<file path="config.mk">
export PLATFORM = sky130hd
export DESIGN_NAME = rr_arbiter
export DESIGN_NICKNAME = d
export VERILOG_FILES = /design/src/rtl/rr_arbiter.sv
export SDC_FILE = /design/constraint.sdc
export NUM_CORES = 1
export LEC_CHECK = 0
export CAP_MARGIN = 20
export CORE_AREA = 2 2 39 41
export CTS_CLUSTER_DIAMETER = 50
export CTS_CLUSTER_SIZE = 14
export DETAILED_ROUTE_END_ITERATION = 16
export DIE_AREA = 0 0 41 43
export GPL_TIMING_DRIVEN = 0
export MAX_ROUTING_LAYER = met4
export SLEW_MARGIN = 40
export SYNTH_ARGS = -nofsm -noshare
export SYNTH_HDL_FRONTEND = slang
export SYNTH_SLANG_ARGS = --single-unit
export TNS_END_PERCENT = 5
</file>
<file path="constraint.sdc">
create_clock -name clk -period 1.8 [get_ports clk]
set_clock_uncertainty 0.2 [all_clocks]
set_input_delay 0.27 -clock clk [delete_from_list [all_inputs] [get_ports clk]]
set_output_delay 0.27 -clock clk [all_outputs]
set_load 0.005 [all_outputs]
</file>
<file path="src/rtl/rr_arbiter.sv">
// Round-robin arbiter with registered one-hot/indexed grant and ready/valid handshake.
// Define RR_ARBITER_PENDING_EN to latch requests in a pending register until granted.
module rr_arbiter #(
    parameter int unsigned IP_WIDTH = 4,
    localparam int unsigned OP_SIZE = $clog2(IP_WIDTH)
) (
    input  logic                clk,
    input  logic                rst,
    input  logic                en,
    input  logic [IP_WIDTH-1:0] req,
    input  logic                gnt_ready,
    output logic                gnt_valid,
    output logic [IP_WIDTH-1:0] gnt,
    output logic [OP_SIZE-1:0]  gnt_idx
);

    typedef enum logic {StIdle, StGrant} state_e;

    state_e              state_q, state_d;
    logic                valid_q, valid_d;
    logic [IP_WIDTH-1:0] gnt_q, gnt_d;
    logic [OP_SIZE-1:0]  idx_q, idx_d;
    logic [OP_SIZE-1:0]  ptr_q, ptr_d;
    logic [IP_WIDTH-1:0] eff_req;
    logic                sel_found;
    logic [OP_SIZE-1:0]  sel_idx;

`ifdef RR_ARBITER_PENDING_EN
    logic [IP_WIDTH-1:0] pending_q, pending_d;
    logic [IP_WIDTH-1:0] clr;

    // A new request on the bit being cleared wins, so it is not lost.
    always_comb begin
        clr       = (valid_q && gnt_ready) ? gnt_q : '0;
        pending_d = (pending_q & ~clr) | req;
    end

    always_ff @(posedge clk or posedge rst) begin
        if (rst) begin
            pending_q <= '0;
        end else begin
            pending_q <= pending_d;
        end
    end

    assign eff_req = pending_q;
`else
    assign eff_req = req;
`endif

    // First set request searching upward from ptr, wrapping to 0.
    always_comb begin
        int unsigned j;
        logic [OP_SIZE-1:0] jj;
        j         = 0;
        jj        = '0;
        sel_found = 1'b0;
        sel_idx   = '0;
        for (int unsigned i = 0; i < IP_WIDTH; i++) begin
            j  = (32'(ptr_q) + i) % IP_WIDTH;
            jj = OP_SIZE'(j);
            if (!sel_found && eff_req[jj]) begin
                sel_found = 1'b1;
                sel_idx   = jj;
            end
        end
    end

    always_comb begin
        state_d = state_q;
        valid_d = valid_q;
        gnt_d   = gnt_q;
        idx_d   = idx_q;
        ptr_d   = ptr_q;
        unique case (state_q)
            StIdle: begin
                valid_d = 1'b0;
                gnt_d   = '0;
                if (en && sel_found) begin
                    gnt_d[sel_idx] = 1'b1;
                    idx_d          = sel_idx;
                    valid_d        = 1'b1;
                    state_d        = StGrant;
                end
            end
            StGrant: begin
                if (gnt_ready) begin
                    valid_d = 1'b0;
                    gnt_d   = '0;
                    ptr_d   = (idx_q == OP_SIZE'(IP_WIDTH - 1)) ? '0 : idx_q + OP_SIZE'(1);
                    state_d = StIdle;
                end
            end
            default: state_d = StIdle;
        endcase
    end

    always_ff @(posedge clk or posedge rst) begin
        if (rst) begin
            state_q <= StIdle;
            valid_q <= 1'b0;
            gnt_q   <= '0;
            idx_q   <= '0;
            ptr_q   <= '0;
        end else begin
            state_q <= state_d;
            valid_q <= valid_d;
            gnt_q   <= gnt_d;
            idx_q   <= idx_d;
            ptr_q   <= ptr_d;
        end
    end

    assign gnt_valid = valid_q;
    assign gnt       = gnt_q;
    assign gnt_idx   = idx_q;

endmodule

</file>
==> impl_metrics.tcl, run 1 <==
set metrics [dict create \
    nNetsFinal 72 \
    power_frac_seq 0.447 \
    p_clk_frac 0.189 \
    clk_pin_slew_ns 0.06 \
    fillerInstances 136 \
    max_stage_delay_ns 0.47 \
    async_reset_ff_frac 1.00 \
    rows 14 \
    vdd_drop_max_uv 651 \
    worstPathMaxFanout 5 \
    synth_edf_count 0 \
    p_int_mw 0.534 \
    synth_ff_type "dfrtp_1" \
    swShare 0.309 \
    clockRootBuffer "clkbuf_4" \
    fin_setup_tns_ns 0 \
    top_usage_layer "met2" \
    maxClockFrequency_mhz 574 \
    io_buffers 14 \
    drive_above_1_share 0.148 \
    avgRoutedWirePerCell_um 12.8 \
    tightest_slew_ns 0.463 \
    synth_common_cells "10 x dfrtp_1, 5 x nand2_1, 3 x inv_1" \
    first_global_vias 381 \
    yosys_warnings 0 \
    grtUsageTotal 0.137 \
    hold_viol 0 \
    slew_headroom 0.691 \
    clock-sinks 10 \
    cts_hold_buffers 0 \
    area.growth.synth_to_final_pct 40.6 \
    avgSynthCellArea_sq_um 11.0 \
    synth_nets 52 \
    seq_area_frac_synth 0.528 \
    grt_overflow_total 0 \
    drt-pass1-iter-count 4 \
    met3_usage 0.0157 \
    synth_top_area_frac 0.528 \
    drt-initial-drc-count 6 \
    timing.final.crit_period_ns 1.74 \
    power_leakage_nw 0.310 \
    start_util 0.343 \
    synthCells 43 \
    multi_input_area_sq_um 213 \
    synth_cell_type_count 24 \
    wl_um 988 \
    die_x_um 41 \
    dp_hpwl_um 733 \
    crit_type "primary input to flip-flop" \
    min_period_over_period 0.967 \
    synth-seq-cells 10 \
    ant_nets 0 \
    power_density_nw_per_um2 1160 \
    ios 15 \
    grt_max_degree 11 \
    grt_pass1_wl_um 1550 \
    finalSetupViolations 0 \
    hp-class "primary input to asynchronous set/reset pin" \
    gp_congestion 0.657 \
    clock_latency_ns 0.26 \
    die_y_um 43 \
    r2r_cells 4 \
    cts_buffer_depth 2 \
    htree_levels 1 \
    antenna_found_initial 0 \
    drv_slew 0 \
    core_sq_um 1380 \
    post-route-drc-count 0 \
    crit_required_ns 1.74 \
    end_kind "flip-flop" \
    cts_buffers 3 \
    yosysTopAreaCell "dfrtp_1" \
    worstPathCellList "clkdlybuf4s50_1 -> nor4_1 -> nor3b_2 -> buf_4 -> or2_2" \
    met2_usage 0.184 \
    num_antenna_cells 0 \
    holdWs_ns 0.0765 \
    worstPathArrival_ns 1.68 \
    vias 409 \
    synth_area_sq_um 474 \
    p_comb_frac 0.364 \
    slowest_stage "clkdlybuf4s50_1" \
    outcome "finished, final reports clean" \
    viasPerCell 5.31 \
    start_kind "primary input" \
    cts_tree "yes" \
    ff_latch_area_sq_um 250 \
    maxCapViolations 0 \
    yosysMostFrequentCell "dfrtp_1" \
    grt_util_met1 0.183 \
    switching_power_mw 0.238 \
    synth_area_leaders "dfrtp_1 53%, mux2_2 4.7%, nand2_1 4.0%" \
    die_area_sq_um 1760 \
]
## kinds of logic after synthesis
logic type / after synthesis / share of synthesized area
adder cells (fa/ha/maj): 1 / 0.0264
AND/OR/NAND/NOR: 13 / 0.158
multiplexers: 3 / 0.0712
flip-flops: 10 / 0.528
buffers and inverters: 3 / 0.0237
AO/OA/AOI/OAI: 13 / 0.193
## placed cells by master, fill, tap and decap left out, types with 2 or more instances in the layout
cell type / netlist / routed
o21ai_1: 2 / 2
dfrtp_1: 10 / 10
inv_1: 3 / 3
clkdlybuf4s50_1: 0 / 13
a21o_1: 2 / 2
a21oi_1: 2 / 2
mux2_2: 2 / 2
clkbuf_4: 0 / 3
nand2_1: 5 / 5
## layer usage
layer / up-vias / routed length, um
met4: 0 / 29
met5: - / 0
met3: 4 / 43
met2: 12 / 437
li1: 196 / -
met1: 197 / 477
## area by class of cell
class,instances,share of cell area
sequential,10,0.375
multi-input combinational,30,0.319
timing repair buffer,15,0.225
clock buffer,3,0.0338
tap,16,0.0300
inverter,3,0.0169
## per-stage QoR
| stage | power, mW | setup slack (ns) | area (sq um) | cells | utilization |
|---|---|---|---|---|---|
| 6_report | 0.773 | 0.0586 | 667 | 77 | 0.482 |
| 4_1_cts | 0.782 | 0.0262 | 657 | 76 | 0.475 |
| 3_5_place_dp | 0.632 | -0.248 | 634 | 73 | 0.458 |
| 2_1_floorplan | 0.494 | 0.349 | 474 | 43 | - |
| 3_3_place_gp | 0.626 | -0.241 | 634 | 73 | 0.458 |
| 5_1_grt | 0.828 | -0.0145 | 667 | 77 | 0.482 |
## power by group through the flow
stage                     registers, mW  logic [mW]  clock network [mW]
final                             0.346       0.281               0.146
after floorplan                   0.345       0.150                   0
after detailed placement          0.352       0.280                   0
after global routing              0.357       0.312               0.159
after global placement            0.352       0.274                   0
after CTS                         0.347       0.281               0.154
## worst max-delay path: cells and delay by family
| kind | cells | cell delay [ns] |
|---|---|---|
| buffers and inverters | 2 | 0.63 |
| and+or+nand+nor | 3 | 0.79 |
## final timing paths
kind	startpoint	endpoint	slack [ns]
worst max-delay path	req[1]	state_q	0.06
worst min-delay path	rst	gnt[2]	0.08
worst max register to register	ptr_q[1]	gnt[2]	0.23
worst min register to register	ptr_q[0]	ptr_q[0]	0.28
max in group asynchronous	rst	gnt_idx[1]	1.06
min in group clk	ptr_q[0]	ptr_q[0]	0.28
## flip-flops by register name, indices dropped and copies added, names as in the netlist
register,flops
gnt,4
gnt_valid,1
gnt_idx,2
state_q,1
ptr_q,2
## what timing repair did
item / 4_1_cts / 5_1_grt
endpoints found under the setup margin: 0 / 4
resized for setup: 0 / 1
buffers inserted: 0 / 1
endpoints found under the hold margin: 0 / 0
Note: power is estimated with default switching activity, not from simulation.
==> inputs of run 2 (changes only) <==
--- a/config.mk
+++ b/config.mk
@@ -7,12 +7,14 @@
 export LEC_CHECK = 0
 export CAP_MARGIN = 20
 export CORE_AREA = 2 2 39 41
+export CTS_BUF_LIST = sky130_fd_sc_hd__clkbuf_8
 export CTS_CLUSTER_DIAMETER = 50
 export CTS_CLUSTER_SIZE = 14
 export DETAILED_ROUTE_END_ITERATION = 16
 export DIE_AREA = 0 0 41 43
 export GPL_TIMING_DRIVEN = 0
 export MAX_ROUTING_LAYER = met4
+export PLACE_DENSITY_LB_ADDON = 0.08
 export SLEW_MARGIN = 40
 export SYNTH_ARGS = -nofsm -noshare
 export SYNTH_HDL_FRONTEND = slang
==> run 2 against run 1 <==
- global-route usage grew 0.21 points
- hold slack gained 0.028 ns
- sequential share of layout area shrank 2.1 points
- combinational power is essentially flat
- final area grew 5.8%
- fmax grew 0.19%
- wire length shrank 0.91%
- final cell count grew 1.3%
- via count shrank 3.7%
- largest cell class unchanged
- total power grew 17%
- setup slack gained 0.0032 ns
- sequential power is essentially flat
==> impl_metrics.tcl, run 2 (synthesis results as in run 1) <==
set metrics [dict create \
    outcome "finished, final reports clean" \
    cts_hold_buffers 0 \
    worstSetupStartpoint "req[2]" \
    power_frac_seq 0.384 \
    p_comb_frac 0.309 \
    swShare 0.281 \
    start_util 0.343 \
    final_cell_mix "13 x clkdlybuf4s50_1, 10 x dfrtp_1, 5 x nand2_1, 4 x clkbuf_8, 3 x inv_1" \
    finalPower_mw 0.905 \
    num_antenna_cells 0 \
    cp_num_buf_inv 1 \
    timing.final.crit_period_ns 1.74 \
    hold_viol 0 \
    clock-sinks 10 \
    reg2reg_from "ptr_q[1]" \
    viasPerCell 5.05 \
    avgRoutedWirePerCell_um 12.6 \
    path_delay_family "buffers and inverters" \
    multi_input_area_sq_um 219 \
    grt_overflow_total 0 \
    antenna_found_initial 0 \
    worstPathArrival_ns 1.65 \
    crit_required_ns 1.72 \
    die_x_um 41 \
    maxClockFrequency_mhz 575 \
    cts_buffers 3 \
    fin_area_sq_um 706 \
    crit_cells 4 \
    drv_slew 0 \
    gp_congestion 0.619 \
    ios 15 \
    worstPathCellList "clkdlybuf4s50_1 -> nor4_2 -> nor3b_2 -> mux2_2" \
    dp_hpwl_um 731 \
    end_kind "flip-flop" \
    p_clk_frac 0.307 \
    io_buffers 14 \
    drt-initial-drc-count 6 \
    htree_levels 1 \
    fin_setup_tns_ns 0 \
    ff_latch_area_sq_um 250 \
    cts_tree "yes" \
    r2r_cells 4 \
    nNetsFinal 72 \
    cts_buffer_depth 2 \
    wl_um 979 \
    grt_max_degree 11 \
    power_leakage_nw 0.326 \
    start_kind "primary input" \
    clockRootBuffer "clkbuf_8" \
    max_stage_delay_ns 0.55 \
    min_period_over_period 0.966 \
    die_area_sq_um 1760 \
    post-route-drc-count 0 \
    slowest_stage "clkdlybuf4s50_1" \
    mostFrequentLayoutCell "clkdlybuf4s50_1" \
    clock_latency_ns 0.23 \
    first_global_vias 398 \
    area.growth.synth_to_final_pct 48.8 \
    fillerInstances 140 \
    maxCapViolations 0 \
    power_density_nw_per_um2 1280 \
    drive_above_1_share 0.177 \
    core_sq_um 1380 \
    hp-class "primary input to asynchronous set/reset pin" \
    p_int_mw 0.651 \
    worstPathMaxFanout 6 \
    crit_type "primary input to flip-flop" \
    vdd_drop_max_uv 611 \
    grt_pass1_wl_um 1600 \
    largest_reg_flops 4 \
    finalSetupViolations 0 \
    clk_pin_slew_ns 0.05 \
    vias 394 \
    dpl_cell_area_sq_um 634 \
    drt-pass1-iter-count 3 \
    grtUsageTotal 0.139 \
    tightest_slew_ns 0.378 \
    dp_cells 73 \
    die_y_um 43 \
    ant_nets 0 \
    slew_headroom 0.747 \
    switching_power_mw 0.254 \
    rows 14 \
    layout.cells.non_filler 78 \
]
## run 2: changes by cell type in the layout (fill, tap and decap cells not counted)
cell,delta
clkbuf_4,-3
nor4_2,+1
clkbuf_8,+4
nor4_1,-1
## run 2: power by group through the flow
stage          clock, mW  combinational (mW)  sequential [mW]
2_1_floorplan          0               0.150            0.345
3_3_place_gp           0               0.275            0.351
3_5_place_dp           0               0.278            0.351
4_1_cts            0.285               0.280            0.348
5_1_grt            0.298               0.311            0.359
6_report           0.278               0.280            0.347
## run 2: cell type report
type / count / share of cell area
Clock buffer: 4 / 0.0780
Sequential cell: 10 / 0.355
Tap cell: 16 / 0.0284
Inverter: 3 / 0.0160
Timing Repair Buffer: 15 / 0.213
Multi-Input combinational cell: 30 / 0.310
## run 2: stage by stage
stage	util	hold slack (ns)	setup WS (ns)
after floorplan	-	-0.0898	0.349
after detailed placement	0.458	0.267	-0.223
after CTS	0.498	0.122	0.0180
final	0.510	0.105	0.0618
after global placement	0.458	0.259	-0.240
after global routing	0.510	0.180	-0.0137
## run 2: worst reg2reg max path, cell delays in order (launching register included)
cell	delay [ns]
dfrtp_1	0.45
mux2_1	0.35
nand2_1	0.09
nand3_1	0.10
a32o_2	0.28
## run 2: per-layer routing
metal,part of all wire,vias up,GRT usage
met2,0.46,13,0.194
met3,0.077,2,0.0471
met1,0.46,182,0.180
met4,0.010,0,0.0600
met5,0,-,-
li1,-,197,-
## run 2: worst paths after layout
check                             end  slack, ns
max                        gnt_idx[1]       0.06
min in group clk             ptr_q[0]       0.27
max reg2reg                    gnt[2]       0.22
max in group asynchronous    ptr_q[0]       1.03
min                         gnt_valid       0.10
min reg2reg                  ptr_q[0]       0.27
## run 2: what timing repair did
action / CTS / global route
buffers inserted: 0 / 1
resized for setup: 0 / 2
setup endpoints to repair: 0 / 4
